<file path="src/rtl/car_sim_pkg.sv">
// Shared constants for the car simulator keypad path: key index map,
// key count, key-code width and the hold/repeat phase encoding.
package car_sim_pkg;

    localparam int NUM_KEYS   = 12;
    localparam int KEY_CODE_W = 4;

    localparam int KEY_IDX_1     = 0;
    localparam int KEY_IDX_2     = 1;
    localparam int KEY_IDX_3     = 2;
    localparam int KEY_IDX_4     = 3;
    localparam int KEY_IDX_5     = 4;
    localparam int KEY_IDX_6     = 5;
    localparam int KEY_IDX_7     = 6;
    localparam int KEY_IDX_8     = 7;
    localparam int KEY_IDX_9     = 8;
    localparam int KEY_IDX_STAR  = 9;
    localparam int KEY_IDX_0     = 10;
    localparam int KEY_IDX_SHARP = 11;

    typedef enum logic {
        PH_HOLD   = 1'b0,
        PH_REPEAT = 1'b1
    } hold_phase_t;

endpackage

</file>
<file path="src/rtl/key_debounce_cell.sv">
// One keypad key: two-flop synchronizer, tick-gated counter debouncer,
// press/release edge pulses and the hold/auto-repeat timer.
//
// state     | meaning
// PH_HOLD   | key down (or idle), waiting HOLD_TICKS samples for first repeat
// PH_REPEAT | first repeat done, pulsing every REPEAT_TICKS samples
module key_debounce_cell
    import car_sim_pkg::*;
#(
    parameter int DB_TICKS     = 10,
    parameter int HOLD_TICKS   = 100,
    parameter int REPEAT_TICKS = 20
) (
    input  logic clk,
    input  logic rst_n,
    input  logic tick_sample,
    input  logic key_raw,
    output logic key_level,
    output logic key_press,
    output logic key_release,
    output logic key_repeat
);

    localparam logic [3:0] DB_LAST     = 4'(DB_TICKS - 1);
    localparam logic [7:0] HOLD_LAST   = 8'(HOLD_TICKS - 1);
    localparam logic [7:0] REPEAT_LAST = 8'(REPEAT_TICKS - 1);

    logic        sync_meta, key_sync;
    logic [3:0]  db_cnt, db_cnt_next;
    logic [7:0]  hold_cnt, hold_cnt_next;
    hold_phase_t phase, phase_next;
    logic        level_next, press_next, release_next, repeat_next;

    always_comb begin
        level_next    = key_level;
        db_cnt_next   = db_cnt;
        press_next    = 1'b0;
        release_next  = 1'b0;
        repeat_next   = 1'b0;
        hold_cnt_next = hold_cnt;
        phase_next    = phase;

        if (tick_sample) begin
            if (key_sync == key_level) begin
                db_cnt_next = '0;
            end else if (db_cnt == DB_LAST) begin
                level_next   = ~key_level;
                db_cnt_next  = '0;
                press_next   = ~key_level;
                release_next = key_level;
            end else begin
                db_cnt_next = db_cnt + 4'd1;
            end
        end

        // The hold timer only runs while the key stays down; the release
        // sample itself never yields a repeat.
        if (!key_level || release_next) begin
            hold_cnt_next = '0;
            phase_next    = PH_HOLD;
        end else if (tick_sample) begin
            if (phase == PH_HOLD) begin
                if (hold_cnt == HOLD_LAST) begin
                    repeat_next   = 1'b1;
                    hold_cnt_next = '0;
                    phase_next    = PH_REPEAT;
                end else begin
                    hold_cnt_next = hold_cnt + 8'd1;
                end
            end else begin
                if (hold_cnt == REPEAT_LAST) begin
                    repeat_next   = 1'b1;
                    hold_cnt_next = '0;
                end else begin
                    hold_cnt_next = hold_cnt + 8'd1;
                end
            end
        end
    end

    always_ff @(posedge clk) begin
        if (!rst_n) begin
            sync_meta   <= 1'b0;
            key_sync    <= 1'b0;
            db_cnt      <= '0;
            hold_cnt    <= '0;
            phase       <= PH_HOLD;
            key_level   <= 1'b0;
            key_press   <= 1'b0;
            key_release <= 1'b0;
            key_repeat  <= 1'b0;
        end else begin
            sync_meta   <= key_raw;
            key_sync    <= sync_meta;
            db_cnt      <= db_cnt_next;
            hold_cnt    <= hold_cnt_next;
            phase       <= phase_next;
            key_level   <= level_next;
            key_press   <= press_next;
            key_release <= release_next;
            key_repeat  <= repeat_next;
        end
    end

endmodule

</file>
<file path="src/rtl/keypad_conditioner.sv">
// Keypad front end: one debounce cell per key plus a lowest-index
// priority encoder that reports each new press as key_code/key_valid.
module keypad_conditioner #(
    parameter int NUM_KEYS     = car_sim_pkg::NUM_KEYS,
    parameter int DB_TICKS     = 10,
    parameter int HOLD_TICKS   = 100,
    parameter int REPEAT_TICKS = 20
) (
    input  logic                                clk,
    input  logic                                rst_n,
    input  logic                                tick_sample,
    input  logic [NUM_KEYS-1:0]                 key_raw,
    output logic [NUM_KEYS-1:0]                 key_level,
    output logic [NUM_KEYS-1:0]                 key_press,
    output logic [NUM_KEYS-1:0]                 key_release,
    output logic [NUM_KEYS-1:0]                 key_repeat,
    output logic [car_sim_pkg::KEY_CODE_W-1:0]  key_code,
    output logic                                key_valid
);

    localparam int CODE_W = car_sim_pkg::KEY_CODE_W;

    logic [CODE_W-1:0] code_next;

    for (genvar k = 0; k < NUM_KEYS; k++) begin : g_key
        key_debounce_cell #(
            .DB_TICKS     (DB_TICKS),
            .HOLD_TICKS   (HOLD_TICKS),
            .REPEAT_TICKS (REPEAT_TICKS)
        ) u_cell (
            .clk         (clk),
            .rst_n       (rst_n),
            .tick_sample (tick_sample),
            .key_raw     (key_raw[k]),
            .key_level   (key_level[k]),
            .key_press   (key_press[k]),
            .key_release (key_release[k]),
            .key_repeat  (key_repeat[k])
        );
    end

    // Scan from the top so the lowest set index wins.
    always_comb begin
        code_next = '0;
        for (int i = NUM_KEYS - 1; i >= 0; i--) begin
            if (key_press[i]) code_next = CODE_W'(i);
        end
    end

    always_ff @(posedge clk) begin
        if (!rst_n) begin
            key_code  <= '0;
            key_valid <= 1'b0;
        end else begin
            key_valid <= |key_press;
            if (|key_press) key_code <= code_next;
        end
    end

endmodule

</file>
<file path="config.mk">
export PLATFORM = sky130hd
export DESIGN_NAME = keypad_conditioner
export DESIGN_NICKNAME = d
export VERILOG_FILES = /design/src/rtl/car_sim_pkg.sv /design/src/rtl/key_debounce_cell.sv /design/src/rtl/keypad_conditioner.sv
export SDC_FILE = /design/constraint.sdc
export NUM_CORES = 1
export LEC_CHECK = 0
export ABC_AREA = 1
export ABC_CLOCK_PERIOD_IN_PS = 2450
export CORE_ASPECT_RATIO = 0.8
export CORE_MARGIN = 1
export CORE_UTILIZATION = 55
export CTS_CLUSTER_SIZE = 40
export DETAILED_ROUTE_END_ITERATION = 12
export GPL_ROUTABILITY_DRIVEN = 1
export PLACE_DENSITY = 0.81
export REMOVE_ABC_BUFFERS = 1
export SLEW_MARGIN = 20
export SYNTH_ARGS = -nofsm -noshare
export SYNTH_HDL_FRONTEND = slang
export SYNTH_SLANG_ARGS = --single-unit
</file>
<file path="constraint.sdc">
create_clock -name clk -period 2.45 [get_ports clk]
set_input_delay 0.49 -clock clk [delete_from_list [all_inputs] [get_ports clk]]
set_output_delay 0.49 -clock clk [all_outputs]
set_load 0.005 [all_outputs]
</file>
==> results of run 1 <==
==> power by group through the flow <==
stage / registers (mW) / logic (mW) / clock network, mW
after global routing: 3.83 / 0.227 / 3.61
final: 3.83 / 0.204 / 3.40
after CTS: 3.83 / 0.206 / 3.46
after global placement: 3.91 / 0.200 / 0
after detailed placement: 3.92 / 0.205 / 0
after floorplan: 3.91 / 0.0932 / 0
==> area by class of cell <==
cell class	instances	area [sq um]	share of cell area, %
repair buffers	78	783.3	6.744
inverters	139	521.8	4.492
well taps	253	316.6	2.725
clock buffers	34	706.9	6.086
multi-input cells	842	4594	39.56
flip-flops and latches	233	4664	40.16
clock inverters	5	27.53	0.2370
==> synthesized netlist by cell type, drive strengths merged <==
cell	number	share of area, %
nor3b	14	1.1
mux2i	1	0.097
o21ai	24	1.2
a211oi	10	0.78
a31oi	1	0.061
nand3	48	2.4
inv	139	5.1
buf	74	4.9
clkbuf	5	0.18
or2	1	0.061
dfxtp	233	45
nor3	81	4.8
nor4	14	0.85
ha	36	4.4
o31ai	1	0.073
xor2	53	4.5
a21oi	53	2.6
nor2	202	7.5
o41ai	1	0.085
xnor2	41	3.5
nand2	221	8.1
and3	4	0.24
o21a	11	0.80
nand4	22	1.5
o22ai	3	0.18
==> cells by family after synthesis <==
logic type / Yosys count / synth area share, %
fa+ha+maj: 36 / 4.373
mux: 1 / 0.09717
flops: 233 / 45.28
xor+xnor: 94 / 7.992
buf+inv: 218 / 10.12
simple gates: 607 / 26.42
compound gates: 104 / 5.721
==> stage by stage <==
step / worst slack [ns] / utilization, % / area, sq um
floorplan: 0.3914 / - / 9781
finish: 0.4481 / 63.74 / 11610
detailed placement: 0.5971 / 59.71 / 10880
CTS: 0.4221 / 63.74 / 11610
global route: 0.4053 / 63.74 / 11610
global placement: 0.6200 / 59.71 / 10880
==> state kept, by name, indices dropped and copies added, names as in the netlist <==
signal                    cells
g_key.u_cell.key_repeat      12
g_key.u_cell.key_press       12
g_key.u_cell.key_level       12
key_valid                     1
g_key.u_cell.key_release     12
g_key.u_cell.sync_meta       12
g_key.u_cell.db_cnt          48
g_key.u_cell.key_sync        12
g_key.u_cell.hold_cnt        96
g_key.u_cell.phase           12
key_code                      4
==> worst paths after layout <==
check                                endpoint  slack [ns]
setup reg to reg  g_key[8].u_cell.hold_cnt[0]        0.73
setup / recovery                key_level[10]        0.45
hold reg to reg     g_key[10].u_cell.key_sync        0.41
hold / removal      g_key[10].u_cell.key_sync        0.41
==> layer usage <==
metal | vias to the layer above | track usage (%) | routed length (um)
met4 | 0 | 5.533 | 396
met1 | 3566 | 27.12 | 9285
met5 | - | 0 | 0
met2 | 133 | 34.23 | 9275
li1 | 4134 | - | -
met3 | 31 | 3.584 | 775
==> metrics.txt, run 1 <==
status=finished clean; nets@finish=1368; initial antenna violation count=0; final cell count without fillers=1584; WP data arrival=1.51 ns; Yosys reg bits=233; sw power=1.563 mW; LEAKAGE=4.406 nW; total of max-cap violations=0; Final Hold Fails=0; Seq/Total Area, Yosys=45.28%; clock root buffer=clkbuf_16; HP Start=g_key[10].u_cell.sync_meta; Post-CTS Setup Bufs=0; Total Die Area=19280 sq um; cell total after placement=1545; first-pass GRT wire length=32940 um; CTS tree=built; worst slew pin tran=0.6655 ns; Via density=4.965; routed wire length=19730 um; Worst Hold Path Cells=2; CTS Buf Count=23; gr usage total=roughly 20%; Clk pwr share=a little under half; # DRC=0; critical path startpoint category=flop; instance count on the critical path=1; skew final=0.01078 ns; post-layout minimum cycle time=2.002 ns; PnR Total Power=between 7 and 8 mW; Initial Utilization=56.53%; Worst Path Max Fanout=5; Hold WS=around 0.41 ns; H-tree depth=1; Die X=155.0 um; largest net degree at the start of global routing=67; setup repair after global routing missed its margin=no; synthesized instance count=1293; Sw Ratio=21.03%; CTS Hold Buffers Added=0; fraction of layout cells with a size suffix above 1=6.086%; Reg clk slew, reported paths=approximately 0.060 ns; Post-Syn Area per Cell=7.967 sq um; Initial DRT Pass Iterations=5; setup TNS=0 ns; post_cts resized=0; Pint=5.869 mW; Worst path slowest cell=clkdlybuf4s50_1; Worst Path Required=1.96 ns; Worst R2R Path Depth=8; Worst path top cell family by delay=buffers and inverters; PwrDens=639.8 nW/um^2; Ant. Diodes=0; grt ovf=0; Filler Cell Count=1517; CP Buf/Inv Count=1; number of cell rows=44; total number of vias=7864; kind of critical path=reg2out; Max Freq=499.5 MHz; Setup-failing EPs final=0; Core Footprint=18220 sq um; CP cell instances=clkdlybuf4s50_1; gpl congestion=0.8535; Syn-to-layout area delta=12.75%; combinational share of power=under 10%; half-perimeter wire length after placement=13550 um; Pins Over Slew Limit=0; Final period util=81.71%; worst reg2reg path startpoint=g_key[8].u_cell.hold_cnt[0]; Antenna Nets Post-Route=0; Warnings, synthesis=0; Worst path max stage delay=0.56 ns; number of global-route vias before repair=7276; Crit. Startpoint=g_key[10].u_cell.key_level; I/O Buffers=67; num ports=68; CTS max path bufs=3; synthesized area=10300 sq um; Die Ht=124.4 um; most frequent cells in the layout=dfxtp_1 (233), nand2_1 (220), nor2_1 (198); total clock sinks=approximately 230; worst hold path class=reg2reg; sequential share of power=51.6%; Rel. slew slack=a little under three fifths; initial DRC count=394; Worst VDD drop=0.4453 mV; most common cell after layout, fill and taps aside=dfxtp_1; Skew-Pair Late Insertion Delay=0.50 ns; routed len/inst=roughly 12 um; crit path capture type=output pin; post-synthesis cell type count=38
(Power assumes the default switching activity.)
==> inputs of run 2 (changes only) <==
Settings changed: ABC_CLOCK_PERIOD_IN_PS 2450 to 2000.
Clock period 2.45 ns to 2 ns, I/O delays scaled along.
==> metrics.txt, run 2 (synthesized netlist as in run 1, its figures left out) <==
status=finished clean; worst hold path class=in2reg; setup TNS=0 ns (unchanged); Worst path top cell family by delay=buffers and inverters; skew final=0.009576 ns (-0.001201 ns); number of cell rows=44 (unchanged); CP Buf/Inv Count=1 (unchanged); LEAKAGE=4.460 nW (+1.2%); Total Die Area=19280 sq um (unchanged); CTS Hold Buffers Added=0 (unchanged); Core Footprint=18220 sq um (unchanged); total number of vias=8020 (+2.0%); nets@finish=1370 (+0.15%); kind of critical path=reg2out; number of global-route vias before repair=7447 (+2.4%); PwrDens=803.1 nW/um^2 (+26%); gpl congestion=0.8325 (-2.5%); Max Freq=517.0 MHz; Ant. Diodes=0 (unchanged); worst r2r dst=g_key[8].u_cell.hold_cnt[0]; Worst path max stage delay=0.55 ns (about the same); Sequential Area=4664 sq um (unchanged); Initial Utilization=56.53% (unchanged); Final Hold Fails=0 (unchanged); sequential share of power=49.8% (-1.8 points); CTS Buf Count=22 (-4.3%); CTS max path bufs=3 (unchanged); Via density=5.050 (+1.7%); post_cts resized=0 (unchanged); grt ovf=0 (unchanged); Worst Hold Path Cells=3 (+1); gr usage total=20.80% (+0.33 points); H-tree depth=1 (unchanged); Sw Ratio=20.55% (-0.47 points); Biggest register=g_key.u_cell.hold_cnt; clock root buffer=clkbuf_16; Syn-to-layout area delta=13.82%; largest registers=g_key.u_cell.hold_cnt x96, g_key.u_cell.db_cnt x48; routed len/inst=12.35 um (-0.85%); # DRC=0 (unchanged); Reg clk slew, reported paths=0.07 ns (about the same); WP data arrival=1.53 ns (+0.02 ns); Worst Path Required=1.60 ns (-0.36 ns); first-pass GRT wire length=33580 um (+1.9%); Pins Over Slew Limit=0 (unchanged); total of max-cap violations=0 (unchanged); Final period util=a little over nine tenths; half-perimeter wire length after placement=13330 um (-1.6%); post-layout util=64.34% (+0.60 points); Die X=155.0 um (unchanged); Die Ht=124.4 um (unchanged); Worst R2R Path Depth=8 (unchanged); num ports=68 (unchanged); post-layout minimum cycle time=1.934 ns; Worst VDD drop=0.4126 mV (-7.3%); Skew-Pair Late Insertion Delay=0.50 ns (about the same); combinational share of power=2.8% (about the same); critical path startpoint category=flop; total placed instance area=10940 sq um (+0.55%); worst slew pin tran=0.3908 ns (-0.2747 ns); Antenna Nets Post-Route=0 (unchanged); Worst path slowest cell=clkdlybuf4s50_1; Worst Path Max Fanout=4 (-1); R2R Setup Slk=0.29 ns (-0.44 ns); design area=11730 sq um (+0.95%); CP cell instances=clkdlybuf4s50_1; crit path capture type=output pin; setup repair after global routing missed its margin=no; Filler Cell Count=1513 (-0.26%); Hold WS=0.2782 ns (-0.1333 ns); Hold EP=g_key[9].u_cell.db_cnt[1]; most frequent cells in the layout=dfxtp_1 (233), nand2_1 (220), nor2_1 (198); Pint=7.481 mW (+27%); fraction of layout cells with a size suffix above 1=6.292% (+0.21 points); most common cell after layout, fill and taps aside=dfxtp_1; HP Start=rst_n; worst reg2reg path startpoint=g_key[8].u_cell.hold_cnt[0]; Setup-failing EPs final=0 (unchanged); initial antenna violation count=0 (unchanged); PnR Total Power=9.416 mW (+27%); sw power=1.935 mW (+24%); routed wire length=19610 um (-0.60%); multi-input logic area=4594 sq um (unchanged); Rel. slew slack=73.76% (+18 points); Largest register FFs=96 (unchanged); Clk pwr share=47.4% (+1.7 points); initial DRC count=479 (+22%); I/O Buffers=67 (unchanged); CTS tree=built; total clock sinks=233 (unchanged); Post-CTS Setup Bufs=0 (unchanged); Initial DRT Pass Iterations=5 (unchanged); largest net degree at the start of global routing=54 (-19%)
## run 2: changes by cell type in the layout (fill, tap and decap cells not counted)
cell,before,now
clkbuf_8,9,6
buf_12,3,6
clkinvlp_4,1,0
clkbuf_1,2,3
bufinv_16,0,3
clkinv_2,4,5
## run 2: power groups by stage
| stage | registers, mW | logic (mW) | clock network (mW) |
|---|---|---|---|
| floorplan | 4.79 | 0.114 | 0 |
| global placement | 4.79 | 0.260 | 0 |
| detailed placement | 4.80 | 0.266 | 0 |
| CTS | 4.69 | 0.268 | 4.53 |
| global route | 4.69 | 0.297 | 4.72 |
| finish | 4.69 | 0.266 | 4.46 |
## run 2: cell type report
type / instances / area share, %
inverter: 139 / 4.450
clock inverter: 8 / 0.9817
multi-input combinational: 842 / 39.18
tap: 253 / 2.700
sequential: 233 / 39.78
timing repair buffer: 81 / 7.192
clock buffer: 32 / 5.709
## run 2: how the worst max path moves through the flow
stage | from | end | cells after the start
4_1_cts | g_key[9].u_cell.key_press | key_press[9] | 1
5_1_grt | g_key[8].u_cell.key_press | key_press[8] | 1
3_3_place_gp | tick_sample | g_key[9].u_cell.hold_cnt[4] | 9
2_1_floorplan | tick_sample | g_key[4].u_cell.hold_cnt[0] | 5
3_5_place_dp | tick_sample | g_key[9].u_cell.hold_cnt[4] | 9
6_report | g_key[9].u_cell.key_press | key_press[9] | 1
## run 2: layer usage
layer  share of wire [%]  global-route usage, %
met3                 4.2                  3.410
met1                  48                  27.57
met4                 2.8                  7.513
met2                  45                  34.08
met5                   0                      0
## run 2: metrics by stage
step / worst slack (ns) / instances
2_1_floorplan: 0.03135 / 1214
3_3_place_gp: 0.2644 / 1548
3_5_place_dp: 0.2305 / 1548
4_1_cts: 0.06866 / 1588
5_1_grt: 0.04305 / 1588
6_report: 0.06594 / 1588
